<file path="config.mk">
export PLATFORM = sky130hd
export DESIGN_NAME = store_queue_be_flat
export DESIGN_NICKNAME = d
export VERILOG_FILES = /design/src/rtl/store_queue_be_if.sv /design/src/rtl/store_queue_be.sv /design/src/flat_wrapper.sv
export SDC_FILE = /design/constraint.sdc
export NUM_CORES = 1
export LEC_CHECK = 0
export CAP_MARGIN = 20
export CORE_MARGIN = 3
export CORE_UTILIZATION = 50
export CTS_CLUSTER_DIAMETER = 80
export DETAILED_ROUTE_END_ITERATION = 6
export GPL_ROUTABILITY_DRIVEN = 0
export GPL_TIMING_DRIVEN = 1
export PLACE_DENSITY = 0.73
export RECOVER_POWER = 100
export SLEW_MARGIN = 15
export SYNTH_ARGS = -nofsm -noshare
export SYNTH_HDL_FRONTEND = slang
export SYNTH_SLANG_ARGS = --single-unit
</file>
<file path="constraint.sdc">
create_clock -name clk -period 21.8 [get_ports clk]
set_clock_uncertainty 0.2 [all_clocks]
set_input_delay 3.27 -clock clk [delete_from_list [all_inputs] [get_ports clk]]
set_output_delay 3.27 -clock clk [all_outputs]
set_load 0.05 [all_outputs]
</file>
<file path="src/rtl/store_queue_be_if.sv">
// Store-path bundle between the MEM stage / data bus and store_queue_be.
// The queue is the slave; the surrounding pipeline and bus model take the master view.
interface store_queue_be_if #(
    parameter int unsigned DATA_W = 32,
    parameter int unsigned DEPTH  = 4
);
    localparam int unsigned LANES = DATA_W / 8;
    localparam int unsigned CNT_W = $clog2(DEPTH) + 1;

    logic              st_valid;
    logic [1:0]        st_size;
    logic [31:0]       st_addr;
    logic [DATA_W-1:0] st_data;
    logic              st_ovf;
    logic              st_ready;
    logic              exc_ades;
    logic              flush;
    logic              mem_valid;
    logic              mem_ready;
    logic [31:0]       mem_addr;
    logic [DATA_W-1:0] mem_wdata;
    logic [LANES-1:0]  mem_byteen;
    logic [CNT_W-1:0]  count;

    modport master (
        output st_valid, st_size, st_addr, st_data, st_ovf, flush, mem_ready,
        input  st_ready, exc_ades, mem_valid, mem_addr, mem_wdata, mem_byteen, count
    );

    modport slave (
        input  st_valid, st_size, st_addr, st_data, st_ovf, flush, mem_ready,
        output st_ready, exc_ades, mem_valid, mem_addr, mem_wdata, mem_byteen, count
    );
endinterface

</file>
<file path="src/rtl/store_queue_be.sv">
// Checked, lane-aligned store FIFO: address-checks each store, forms byte enables
// and shifted data, queues legal stores and drains them in order to the data bus.
module store_queue_be #(
    parameter int unsigned DATA_W   = 32,
    parameter int unsigned DEPTH    = 4,
    parameter logic [31:0] DM_END   = 32'h0000_2fff,
    parameter logic [31:0] TC0_BASE = 32'h0000_7f00,
    parameter logic [31:0] TC1_BASE = 32'h0000_7f10,
    parameter logic [31:0] INS_BASE = 32'h0000_7f20
) (
    input logic             clk,
    input logic             reset,
    store_queue_be_if.slave bus
);
    localparam int unsigned LANES = DATA_W / 8;
    localparam int unsigned LSB   = $clog2(LANES);
    localparam int unsigned PTR_W = $clog2(DEPTH);
    localparam int unsigned CNT_W = PTR_W + 1;

    logic alignErr, rangeErr, timerWidthErr, timerCountErr;
    logic inDm, inTc0, inTc1, inIns, inTcCount;
    logic excAdes, stReady, enq, deq, memValid;

    logic [LSB-1:0]    laneOff;
    logic [LANES-1:0]  byteMask;
    logic [LANES-1:0]  byteEn;
    logic [DATA_W-1:0] laneData;
    logic [31:0]       alignedAddr;

    logic [PTR_W-1:0] rdPtr, wrPtr;
    logic [CNT_W-1:0] count;

    logic [31:0]       entAddr [DEPTH];
    logic [DATA_W-1:0] entData [DEPTH];
    logic [LANES-1:0]  entBe   [DEPTH];

    // Address windows; timers are word-only and their count registers are read-only.
    assign inDm      = bus.st_addr <= DM_END;
    assign inTc0     = (bus.st_addr >= TC0_BASE) && (bus.st_addr <= TC0_BASE + 32'hb);
    assign inTc1     = (bus.st_addr >= TC1_BASE) && (bus.st_addr <= TC1_BASE + 32'hb);
    assign inIns     = (bus.st_addr >= INS_BASE) && (bus.st_addr <= INS_BASE + 32'h3);
    assign inTcCount = ((bus.st_addr >= TC0_BASE + 32'h8) && (bus.st_addr <= TC0_BASE + 32'hb))
                    || ((bus.st_addr >= TC1_BASE + 32'h8) && (bus.st_addr <= TC1_BASE + 32'hb));

    assign rangeErr      = !(inDm || inTc0 || inTc1 || inIns);
    assign timerWidthErr = (inTc0 || inTc1) && (bus.st_size != 2'd2);
    assign timerCountErr = inTcCount;

    // NOTE: every signal assigned in always_comb gets a default first so no path infers a latch.
    always_comb begin
        alignErr = 1'b0;
        byteMask = '0;
        case (bus.st_size)
            2'd0: begin
                alignErr = 1'b0;
                byteMask = LANES'(1);
            end
            2'd1: begin
                alignErr = bus.st_addr[0];
                byteMask = LANES'(3);
            end
            2'd2: begin
                alignErr = bus.st_addr[1:0] != 2'b00;
                byteMask = LANES'(15);
            end
            default: begin
                alignErr = (DATA_W == 32) ? 1'b1 : (bus.st_addr[2:0] != 3'b000);
                byteMask = '1;
            end
        endcase
    end

    assign excAdes = bus.st_valid
                   & (alignErr | rangeErr | timerWidthErr | timerCountErr | bus.st_ovf);

    assign laneOff     = bus.st_addr[LSB-1:0];
    assign byteEn      = byteMask << laneOff;
    assign laneData    = bus.st_data << {laneOff, 3'b000};
    assign alignedAddr = {bus.st_addr[31:LSB], LSB'(0)};

    assign memValid = count != '0;
    assign stReady  = (count < CNT_W'(DEPTH)) & !bus.flush;
    assign enq      = bus.st_valid & stReady & !excAdes;
    assign deq      = memValid & bus.mem_ready;

    // NOTE: sequential state uses non-blocking assignments so every register samples pre-edge values.
    always_ff @(posedge clk) begin
        if (reset) begin
            rdPtr <= '0;
            wrPtr <= '0;
            count <= '0;
        end else if (bus.flush) begin
            // The offered head survives a flush; everything behind it is dropped.
            if (memValid) begin
                rdPtr <= rdPtr + PTR_W'(deq);
                wrPtr <= rdPtr + PTR_W'(1);
                count <= deq ? '0 : CNT_W'(1);
            end
        end else begin
            wrPtr <= wrPtr + PTR_W'(enq);
            rdPtr <= rdPtr + PTR_W'(deq);
            count <= count + CNT_W'(enq) - CNT_W'(deq);
        end
    end

    // NOTE: entry storage is not reset; count marks which entries are live and
    // the bus outputs are forced to zero while nothing is offered.
    always_ff @(posedge clk) begin
        if (enq) begin
            entAddr[wrPtr] <= alignedAddr;
            entData[wrPtr] <= laneData;
            entBe[wrPtr]   <= byteEn;
        end
    end

    assign bus.st_ready   = stReady;
    assign bus.exc_ades   = excAdes;
    assign bus.mem_valid  = memValid;
    assign bus.mem_addr   = memValid ? entAddr[rdPtr] : '0;
    assign bus.mem_wdata  = memValid ? entData[rdPtr] : '0;
    assign bus.mem_byteen = memValid ? entBe[rdPtr]   : '0;
    assign bus.count      = count;
endmodule

</file>
<file path="src/flat_wrapper.sv">
// flat-port wrapper written by rule: the top's interface ports become plain ports
module store_queue_be_flat 
#(
    parameter int unsigned DATA_W   = 32,
    parameter int unsigned DEPTH    = 4,
    parameter logic [31:0] DM_END   = 32'h0000_2fff,
    parameter logic [31:0] TC0_BASE = 32'h0000_7f00,
    parameter logic [31:0] TC1_BASE = 32'h0000_7f10,
    parameter logic [31:0] INS_BASE = 32'h0000_7f20
)
  (clk, reset, bus_st_valid, bus_st_size, bus_st_addr, bus_st_data, bus_st_ovf, bus_flush, bus_mem_ready, bus_st_ready, bus_exc_ades, bus_mem_valid, bus_mem_addr, bus_mem_wdata, bus_mem_byteen, bus_count);
  store_queue_be_if #(.DATA_W(DATA_W), .DEPTH(DEPTH)) bus_i ();
  input logic clk;
  input logic reset;
  input wire logic [$bits(bus_i.st_valid)-1:0] bus_st_valid;
  input wire logic [$bits(bus_i.st_size)-1:0] bus_st_size;
  input wire logic [$bits(bus_i.st_addr)-1:0] bus_st_addr;
  input wire logic [$bits(bus_i.st_data)-1:0] bus_st_data;
  input wire logic [$bits(bus_i.st_ovf)-1:0] bus_st_ovf;
  input wire logic [$bits(bus_i.flush)-1:0] bus_flush;
  input wire logic [$bits(bus_i.mem_ready)-1:0] bus_mem_ready;
  output wire logic [$bits(bus_i.st_ready)-1:0] bus_st_ready;
  output wire logic [$bits(bus_i.exc_ades)-1:0] bus_exc_ades;
  output wire logic [$bits(bus_i.mem_valid)-1:0] bus_mem_valid;
  output wire logic [$bits(bus_i.mem_addr)-1:0] bus_mem_addr;
  output wire logic [$bits(bus_i.mem_wdata)-1:0] bus_mem_wdata;
  output wire logic [$bits(bus_i.mem_byteen)-1:0] bus_mem_byteen;
  output wire logic [$bits(bus_i.count)-1:0] bus_count;
  assign bus_i.st_valid = bus_st_valid;
  assign bus_i.st_size = bus_st_size;
  assign bus_i.st_addr = bus_st_addr;
  assign bus_i.st_data = bus_st_data;
  assign bus_i.st_ovf = bus_st_ovf;
  assign bus_i.flush = bus_flush;
  assign bus_i.mem_ready = bus_mem_ready;
  assign bus_st_ready = bus_i.st_ready;
  assign bus_exc_ades = bus_i.exc_ades;
  assign bus_mem_valid = bus_i.mem_valid;
  assign bus_mem_addr = bus_i.mem_addr;
  assign bus_mem_wdata = bus_i.mem_wdata;
  assign bus_mem_byteen = bus_i.mem_byteen;
  assign bus_count = bus_i.count;
  store_queue_be #(.DATA_W(DATA_W), .DEPTH(DEPTH), .DM_END(DM_END), .TC0_BASE(TC0_BASE), .TC1_BASE(TC1_BASE), .INS_BASE(INS_BASE)) u_core (.clk(clk), .reset(reset), .bus(bus_i));
endmodule
</file>
==> summary.md, run 1 <==
| Metric | Value |
|---|---|
| Synth async-reset ratio | 0% |
| Placed Instances | about 990 |
| Sequential share of power | ~55% |
| Post-Syn Instances | between 500 and 600 |
| Largest net degree at the start of global routing | 52 |
| Internal | 0.000854 W |
| Detailed Place HPWL | ~14,000 um |
| Layout cells sized above 1 | 14.7% |
| CP arrival | ~6500 ps |
| CTS Root Cell | clkbuf_16 |
| I/O Pins | about 150 |
| Hold Path Stages | 2 |
| Final std cells w/o fill | about 1,000 |
| Chip height | around 160 um |
| Max Freq | approximately 0.1 GHz |
| Tmin final | between 10,000 and 15,000 ps |
| Clk_lat worst skew | between 500 and 600 ps |
| RR Endpoint | u_core.bus.count[2]$_SDFFE_PP0N_ |
| Worst-margin pin slew | 2900 ps |
| Num rows | 54 |
| Clk pin slew, worst setup/hold paths | around 60 ps |
| Post-Place Worst Slack | 12,360 ps |
| Total gr overflow | 0 |
| Sink Count | 273 |
| Total of max-cap violations | 9 |
| Netlist Area Pre-Place | 11,200 um^2 |
| VDD IR-drop max | roughly 0.047 mV |
| Fraction of power consumed by the clock network | 41.8% |
| Clock Tree Buf Depth | 3 |
| Top FF cell, synth | edfxtp_1 |
| Hold Buf Count CTS | 0 |
| P_leak | around 4.4 nW |
| Setup-failing EPs final | 0 |
| First-pass GRT wire length | 36,400 um |
| Final WL | approximately 23,000 um |
| R2R Setup Slk | 16,650 ps |
| Switching power total | roughly 0.00020 W |
| DR vias | about 6,000 |
| Final Cycle Share | 45.9% |
| RSZ-0062 raised after global routing | no |
| Worst Slack Setup Final | ~12,000 ps |
| Final hold vios | 0 |
| Starting DRT DRC Count | ~380 |
| Syn Area/Cell | 18.9 um^2 |
| Wire per inst | ~22 um |
| First-pass iteration count of the detailed router | 4 |
| Synth unique cells | 38 |
| Nature of the critical path startpoint | input pin |
| Area fraction of the dominant cell type after synthesis | between 70% and 80% |
| Worst EP required | approximately 18,000 ps |
| Area growth, synth to finish | 22.7% |
| Slew HR | -93.5% |
| H-tree depth | 1 |
| Fin area | between 10,000 and 15,000 um^2 |
| Die width | 156 um |
| Hold Crit Start | u_core.rdPtr[0]$_SDFFE_PP0N_ |
| Antenna violations before repair | 1 |
| CP endpoint kind | output port |
| Nets@finish | roughly 800 |
| Total power divided by cell area | roughly 77 nW/um^2 |
| Seq/Total Area, Yosys | roughly 72% |
| Placement Cell Area | ~13,000 um^2 |
| Yosys warns | 0 |
| CTS tree | yes |
| Port Buffers | approximately 140 |
| Total GRT Usage | about a fifth |
| Post-layout util | 62.7% |
| Synth area leader | edfxtp_1 |
| Post-CTS Setup Bufs | 0 |
| Sw Share | between 10% and 20% |
| Hold crit path type | reg -> reg |
| Failing checks | max-capacitance violations, max-slew violations |
| Vias in the first global route | 6,364 |
| Crit path kind | in -> out |
| EDFF count, synth | 264 |
| Remaining antenna violation count after routing | 0 |
| Post-cts gate resize count | 0 |
| Crit-path max FO | 42 |
| DR vias/cell | 5.75 |
| CORE AREA | ~22,000 um^2 |
| Combinational Power Share | under 10% |
| TritonCTS Buffers | 27 |
| Die ar. | about 24,000 um^2 |
| Setup_tns | 0 ps |
| Status | complete, but fails checks |
| Final Slew Violations | ~310 |
| Crit Reg-Reg Startpoint | u_core.bus.count[2]$_SDFFE_PP0N_ |
| R2R cell count | 12 |
| FF+latch count, synth | roughly 270 |
| DRC violation count after routing | 0 |
| Dominant cells by area after synthesis | edfxtp_1 (71%), mux4_2 (13%), and2_1 (4.2%) |
| Starting Density | slightly above 50% |
| Ant diodes | 0 |
[cells in the mapped netlist (all sizes together), types with 2 or more instances]
cell type,n
ha,4
nor2b,9
inv,4
mux4,66
nand4,3
nor2,20
mux2i,18
xor2,3
xnor2,2
o21ai,10
edfxtp,264
buf,18
o21a,2
nand2,14
clkbuf,15
nor4b,4
and2,75
a21oi,13
a311oi,2
nor3,6
or3b,2
nand2b,2
nor4,6
a211oi,11
dfxtp,9
[placed cells by master (no fill, tap or decap), types with 3 or more instances in the layout]
cell and n:
edfxtp_1 264, clkdlybuf4s50_1 84, mux4_2 66, dlygate4sd3_1 57, and2_0 54, clkbuf_16 27
and2_1 21, nor2_1 20, mux2i_1 18, nand2_1 14, clkbuf_1 14, a21oi_1 13
a211oi_1 11, o21ai_0 10, nor2b_1 9, clkinv_1 8, dfxtp_1 7, nor3_1 6
nor4_1 6, nor4b_1 4, ha_1 4, clkinv_2 4, inv_1 3, nand4_1 3
xor2_1 3, bufinv_16 3
[critical path, cell delays in order]
cell	delay, ps
clkbuf_1	1360
a21o_1	260
a311oi_2	100
a211oi_1	270
o32a_4	250
o21a_1	140
dlygate4sd3_1	880
[layer usage]
layer,wire [um],up-vias,track usage (%)
li1,-,2667,-
met1,9950,3073,27.4
met2,11300,211,32.1
met3,1350,34,3.36
met4,384,2,4.04
met5,9,-,0
[sequential cells by signal, indices dropped and copies added (netlist names), named ones only]
| register | count |
|---|---|
| u_core.entData | 128 |
| u_core.entAddr | 120 |
| u_core.entBe | 16 |
| u_core.bus.count | 3 |
| u_core.rdPtr | 2 |
| u_core.wrPtr | 2 |
[per-stage QoR]
stage | hold slack [ps] | total power (W)
final | 340 | 0.00105
after global routing | 366 | 0.00109
after CTS | 336 | 0.00107
after detailed placement | 325 | 0.000626
after global placement | 310 | 0.000624
after floorplan | 289 | 0.000603
[power by group through the flow]
stage / Clock [W] / Combinational (W) / Sequential [W]
CTS: 0.000451 / 0.0000382 / 0.000577
finish: 0.000440 / 0.0000371 / 0.000577
global placement: 0 / 0.0000364 / 0.000588
floorplan: 0 / 0.0000148 / 0.000588
detailed placement: 0 / 0.0000380 / 0.000588
global route: 0.000474 / 0.0000403 / 0.000576
[final cells by class]
cell class	count	area (um^2)
Tap cell	280	350
Inverter	4	15.0
Timing Repair Buffer	154	1470
Clock inverter	17	160
Fill cell	1582	8170
Sequential cell	273	8110
Multi-Input combinational cell	283	2930
Clock buffer	31	691
[worst max path at each step]
stage	startpoint	end	slack, ps	cells after the start
6_report	bus_st_addr[0]	bus_exc_ades	11800	7
3_5_place_dp	bus_st_addr[15]	bus_exc_ades	12360	7
3_3_place_gp	bus_st_addr[15]	bus_exc_ades	12430	7
4_1_cts	bus_st_addr[15]	bus_exc_ades	12360	7
2_1_floorplan	bus_flush	u_core.entAddr[1][0]$_DFFE_PP_	9580	4
5_1_grt	bus_st_addr[0]	bus_exc_ades	11570	7
[cells by family (layout without fill, tap and decap cells)]
kind of cell	Yosys count	count (layout)	synth area share [%]
multiplexers	84	84	14.9
adder cells (fa/ha/maj)	5	5	0.626
AO/OA/AOI/OAI	42	42	2.55
flip-flops	273	273	72.5
other	1	2	0.0335
AND/OR/NAND/NOR	145	145	7.63
XOR/XNOR	5	5	0.392
buffers and inverters	37	206	1.39
Note: power is estimated with default switching activity, not from simulation.
==> run 2, diff against run 1 <==
- PLACE_DENSITY: 0.73 -> 0.76
- clock period: 21.8 -> 8.8 ns (I/O delays scaled with it)
==> summary.md, run 2 (synthesized netlist as in run 1, its figures left out) <==
| Metric | Value |
|---|---|
| Final WL | approximately 23,000 um |
| Crit-path cells | clkbuf_1, nand4_1, nor2_1, a211oi_1, o32a_4, nor4b_1, clkbuf_1 |
| Failing checks | max-capacitance violations, max-slew violations |
| Max reg flops | between 100 and 150 |
| Post-layout util | 62.9% |
| DR vias/cell | ~6 |
| CORE AREA | ~22,000 um^2 |
| P_leak | between 4 and 5 nW |
| Detailed Place HPWL | 14,400 um |
| Die ar. | about 24,000 um^2 |
| Die width | around 160 um |
| Num rows | 54 |
| Slowest cell delay on critical path | roughly 2000 ps |
| Vias in the first global route | between 6,000 and 7,000 |
| Chip height | about 160 um |
| Hold crit path type | reg -> reg |
| Final hold vios | 0 |
| Antenna violations before repair | 0 |
| Crit Reg-Reg Startpoint | u_core.bus.count[2]$_SDFFE_PP0N_ |
| Combinational Power Share | 3.5% |
| I/O Pins | roughly 150 |
| Hold Buf Count CTS | 0 |
| Sequential share of power | between 50% and 60% |
| Internal | between 0.002 and 0.0025 W |
| Post-cts gate resize count | 0 |
| Clk pin slew, worst setup/hold paths | roughly 60 ps |
| TritonCTS Buffers | 27 |
| Met1 usage | roughly a quarter |
| Total GRT Usage | between 10% and 20% |
| Biggest regs | u_core.entData: 128 flops, u_core.entAddr: 120 flops, u_core.entBe: 16 flops |
| Fraction of power consumed by the clock network | about 42% |
| First-pass GRT wire length | between 30,000 and 40,000 um |
| DRC violation count after routing | 0 |
| Max Freq | 0.161 GHz |
| CP endpoint kind | flip-flop |
| Sink Count | between 200 and 300 |
| Tot Pwr | 0.00263 W |
| Placement Cell Area | between 10,000 and 15,000 um^2 |
| Setup-failing EPs final | 0 |
| H-tree depth | 1 |
| Crit path kind | in -> reg |
| Clk_lat worst skew | 520 ps |
| Final Cycle Share | 70.6% |
| Nets@finish | around 800 |
| Worst EP required | just under 9000 ps |
| RR Endpoint | u_core.bus.count[2]$_SDFFE_PP0N_ |
| Starting Density | 51.1% |
| Slowest CP cell | clkbuf_1 |
| Ant diodes | 0 |
| Commonest non-fill, non-tap cell in the layout | edfxtp_1 |
| R2R Setup Slk | around 3800 ps |
| Biggest register | u_core.entData |
| Status | complete, but fails checks |
| Grt peak-use layer | met2 |
| Total gr overflow | 0 |
| WP depth | 7 |
| Total power divided by cell area | between 150 and 200 nW/um^2 |
| RSZ-0062 raised after global routing | no |
| Tmin final | around 6200 ps |
| VDD IR-drop max | ~0.17 mV |
| Clock Tree Buf Depth | 3 |
| Sw Share | a little under a fifth |
| Nature of the critical path startpoint | input pin |
| Fin area | around 14,000 um^2 |
| R2R cell count | 12 |
| Worst Path Buf+Inv | 2 |
| Largest net degree at the start of global routing | between 50 and 60 |
| Post-CTS Setup Bufs | 0 |
| Wire per inst | around 22 um |
| Met3 Use GR | 3.69% |
| DR vias | 6,077 |
| Switching power total | 0.000503 W |
| Port Buffers | 143 |
| First-pass iteration count of the detailed router | 5 |
| Worst Slack Setup Final | about 2600 ps |
| Starting DRT DRC Count | approximately 400 |
| Total of max-cap violations | 9 |
| Final Slew Violations | a little over 300 |
| Slew HR | -89.7% |
| M2 GR Usage | about 33% |
| Hold Path Stages | 2 |
| Critical path's top delay family | buffers and inverters |
| Most frequent cells in the layout | edfxtp_1 (264), dlygate4sd3_1 (75), mux4_2 (66), clkdlybuf4s50_1 (66), and2_1 (39) |
| CTS Root Cell | clkbuf_16 |
| CP arrival | 6080 ps |
| Hold Crit Start | u_core.rdPtr[0]$_SDFFE_PP0N_ |
| Area growth, synth to finish | 23.1% |
| Post-Place Worst Slack | between 3000 and 4000 ps |
| Layout cells sized above 1 | between 10% and 20% |
| CTS tree | yes |
| Crit-path max FO | 43 |
| Remaining antenna violation count after routing | 0 |
| CP most frequent cell | clkbuf_1 |
| Worst-margin pin slew | roughly 2800 ps |
-- run 2: changes by cell type in the layout (fill, tap and decap cells not counted), sizes merged --
cell           delta
clkdlybuf4s50    -18
dlygate4sd3      +18
clkbuf            +3
clkinv            -3
buf               +1
inv               -1
-- run 2: worst register-to-register path: cells and delay by family (launching register included) --
family	cells	cell delay, ps
buffers and inverters	4	1940
and+or+nand+nor	3	1340
adders and majority gates	3	800
DFF	1	360
xor gates and xnor gates	2	290
-- run 2: worst max path at each step --
stage                                           from  slack (ps)                         endpoint
floorplan                                  bus_flush       -1470   u_core.entAddr[1][0]$_DFFE_PP_
finish                                bus_st_addr[0]        2590   u_core.entData[2][9]$_DFFE_PP_
CTS                 u_core.bus.count[2]$_SDFFE_PP0N_        3160                 bus_mem_addr[25]
global route                          bus_st_addr[0]        2040  u_core.entData[1][22]$_DFFE_PP_
global placement                     bus_st_addr[15]        3330                     bus_exc_ades
detailed placement                   bus_st_addr[15]        3240                     bus_exc_ades
-- run 2: area by class of cell --
cell class	instances	area (um^2)
clock buffer	34	722
clock inverter	13	141
fill	1538	8130
inverter	4	15.0
multi-input combinational	283	2930
sequential	273	8110
tap	280	350
timing repair buffer	155	1500
-- run 2: routing by layer --
layer,share of wire [%],wire length [um],vias up
li1,-,-,2668
met2,51,11800,261
met5,0,0,-
met1,41,9510,3118
met4,1.8,410,0
met3,6.8,1580,30
-- run 2: metrics by stage --
step / TNS, ps / hold slack (ps) / cells
after floorplan: -255860 / 289 / 593
after global placement: 0 / 313 / 994
after detailed placement: 0 / 320 / 994
after CTS: 0 / 339 / 1041
after global routing: 0 / 389 / 1042
final: 0 / 337 / 1042
-- run 2: power by group through the flow --
stage          Sequential, W  Combinational (W)  Clock, W
3_3_place_gp         0.00146          0.0000897         0
5_1_grt              0.00143          0.0000999   0.00119
6_report             0.00143          0.0000921   0.00111
2_1_floorplan        0.00146          0.0000366         0
3_5_place_dp         0.00146          0.0000940         0
4_1_cts              0.00143          0.0000947   0.00114
==> run 3, diff against run 2 <==
- PLACE_DENSITY: 0.76 -> 0.73
- clock period: 8.8 -> 5.8 ns (I/O delays scaled with it)
==> summary.md, run 3 (synthesized netlist as in run 1, its figures left out) <==
| Metric | Value |
|---|---|
| Status | complete, but fails checks |
| Failing checks | max-capacitance violations, max-slew violations |
| Final Cycle Share | 86.0% |
| Hold crit path type | reg -> reg |
| Detailed Place HPWL | ~15,000 um |
| Final Slew Violations | between 200 and 300 |
| Total gr overflow | 0 |
| Tmin final | 4990 ps |
| Crit path kind | in -> reg |
| Setup-failing EPs final | 0 |
| Hold Crit Start | u_core.rdPtr[0]$_SDFFE_PP0N_ |
| CP Launch Point | bus_st_addr[15] |
| Clock Tree Buf Depth | 3 |
| CORE AREA | between 20,000 and 25,000 um^2 |
| Worst EP required | 5710 ps |
| DRC violation count after routing | 0 |
| Wire per inst | between 20 and 25 um |
| Layout cells sized above 1 | between 15 and 20% |
| Final WL | about 24,000 um |
| VDD IR-drop max | ~0.22 mV |
| Slowest CP cell | clkbuf_1 |
| Largest net degree at the start of global routing | 43 |
| Antenna violations before repair | 1 |
| Post-Place Worst Slack | ~1100 ps |
| Setup_tns | 0 ps |
| Post-CTS Setup Bufs | 0 |
| P_leak | around 4.6 nW |
| Nature of the critical path startpoint | input pin |
| M2 GR Usage | 33.3% |
| Max Freq | ~0.2 GHz |
| First-pass GRT wire length | approximately 37,000 um |
| Remaining antenna violation count after routing | 0 |
| CP endpoint kind | flip-flop |
| Starting DRT DRC Count | about 470 |
| Slew HR | -50.2% |
| Grt peak-use layer | met2 |
| Placement Cell Area | between 10,000 and 15,000 um^2 |
| Fin area | about 14,000 um^2 |
| Most frequent cells in the layout | edfxtp_1 (264), dlygate4sd3_1 (84), mux4_2 (66) |
| Hold Buf Count CTS | 0 |
| Nets@finish | approximately 800 |
| Total of max-cap violations | 8 |
| Internal | between 0.003 and 0.004 W |
| Crit Reg-Reg Startpoint | u_core.bus.count[2]$_SDFFE_PP0N_ |
| Clk pin slew, worst setup/hold paths | 60 ps |
| Die width | 156 um |
| CTS Root Cell | clkbuf_16 |
| DR vias/cell | 5.76 |
| Fraction of power consumed by the clock network | between 40% and 50% |
| Crit-path cells | dlygate4sd3_1, nand4b_1, nor3_1, a211oi_1, o32a_1, nor4b_1, clkbuf_1 |
| First-pass iteration count of the detailed router | 4 |
| Switching power total | between 0.0007 and 0.0008 W |
| Sw Share | between 10% and 20% |
| Crit-path max FO | 34 |
| Port Buffers | 143 |
| Final hold vios | 0 |
| Sequential share of power | 51.8% |
| Met1 usage | between 20 and 30% |
| Biggest regs | u_core.entData: 128 flops, u_core.entAddr: 120 flops, u_core.entBe: 16 flops |
| Max reg flops | ~130 |
| Worst-margin pin slew | ~2300 ps |
| Biggest register | u_core.entData |
| DR vias | between 6,000 and 7,000 |
| I/O Pins | ~150 |
| Vias in the first global route | 6,360 |
| Commonest non-fill, non-tap cell in the layout | edfxtp_1 |
| Total GRT Usage | 19.7% |
| Num rows | 54 |
| Met3 Use GR | ~3.4% |
| Combinational Power Share | ~3.3% |
| Worst Path Buf+Inv | 2 |
| Area growth, synth to finish | 23.9% |
| Total power divided by cell area | ~300 nW/um^2 |
| Worst Slack Setup Final | 810 ps |
| RSZ-0062 raised after global routing | no |
| Critical path's top delay family | buffers and inverters |
| CTS tree | yes |
| H-tree depth | 1 |
| Chip height | between 150 and 200 um |
| Clk_lat worst skew | ~520 ps |
| Tot Pwr | about 0.0042 W |
| Hold_ws | between 300 and 400 ps |
| TritonCTS Buffers | 28 |
| Post-cts gate resize count | 0 |
| CP arrival | 4900 ps |
| Starting Density | between 50% and 60% |
| Sink Count | around 270 |
| Slowest cell delay on critical path | ~1700 ps |
| Die ar. | 24,200 um^2 |
==> run 3: cell types whose count changed in the layout (fill, tap and decap cells not counted), sizes merged <==
cell           delta
dlygate4sd3       +9
clkbuf            -1
bufinv            +3
diode             +1
clkdlybuf4s50     -9
buf               +3
clkinv            +1
==> run 3: area by class of cell <==
type                       count  area, um^2
timing repair buffer         157        1500
antenna                        1        2.50
tap                          280         350
clock buffer                  34         744
inverter                       4        15.0
clock inverter                17         238
multi-input combinational    283        2900
fill                        1546        8040
sequential                   273        8110
==> run 3: tightest hold or removal path, delay by kind of cell (launching register included) <==
| kind | cells | cell delay [ps] |
|---|---|---|
| AND/OR/NAND/NOR | 1 | 80 |
| AO/OA/AOI/OAI | 1 | 70 |
| flip-flops | 1 | 340 |
==> run 3: per-stage QoR <==
stage,utilization (%),cells
floorplan,-,593
global placement,59.3,997
detailed placement,59.3,997
CTS,63.8,1048
global route,63.3,1049
finish,63.3,1049
==> run 3: per-layer routing <==
metal  vias up  part of all wire, %  wire [um]
li1       2673                    -          -
met4         0                  1.6        392
met2       220                   51      12200
met3        32                  5.9       1420
met1      3121                   42       9950
met5         -                    0          0
==> run 3: power groups by stage <==
| stage | combinational, W | clock [W] | sequential, W |
|---|---|---|---|
| 6_report | 0.000139 | 0.00188 | 0.00217 |
| 3_3_place_gp | 0.000139 | 0 | 0.00221 |
| 3_5_place_dp | 0.000145 | 0 | 0.00221 |
| 4_1_cts | 0.000146 | 0.00192 | 0.00217 |
| 5_1_grt | 0.000149 | 0.00200 | 0.00217 |
| 2_1_floorplan | 0.0000561 | 0 | 0.00221 |
==> run 3: final timing paths <==
check,end,slack (ps),cells after the start
worst min-delay path,flip-flop,340,2
worst max-delay path,u_core.entData[2][8]$_DFFE_PP_,810,7
worst max register to register,u_core.bus.count[2]$_SDFFE_PP0N_,1680,12
worst min register to register,flip-flop,340,2
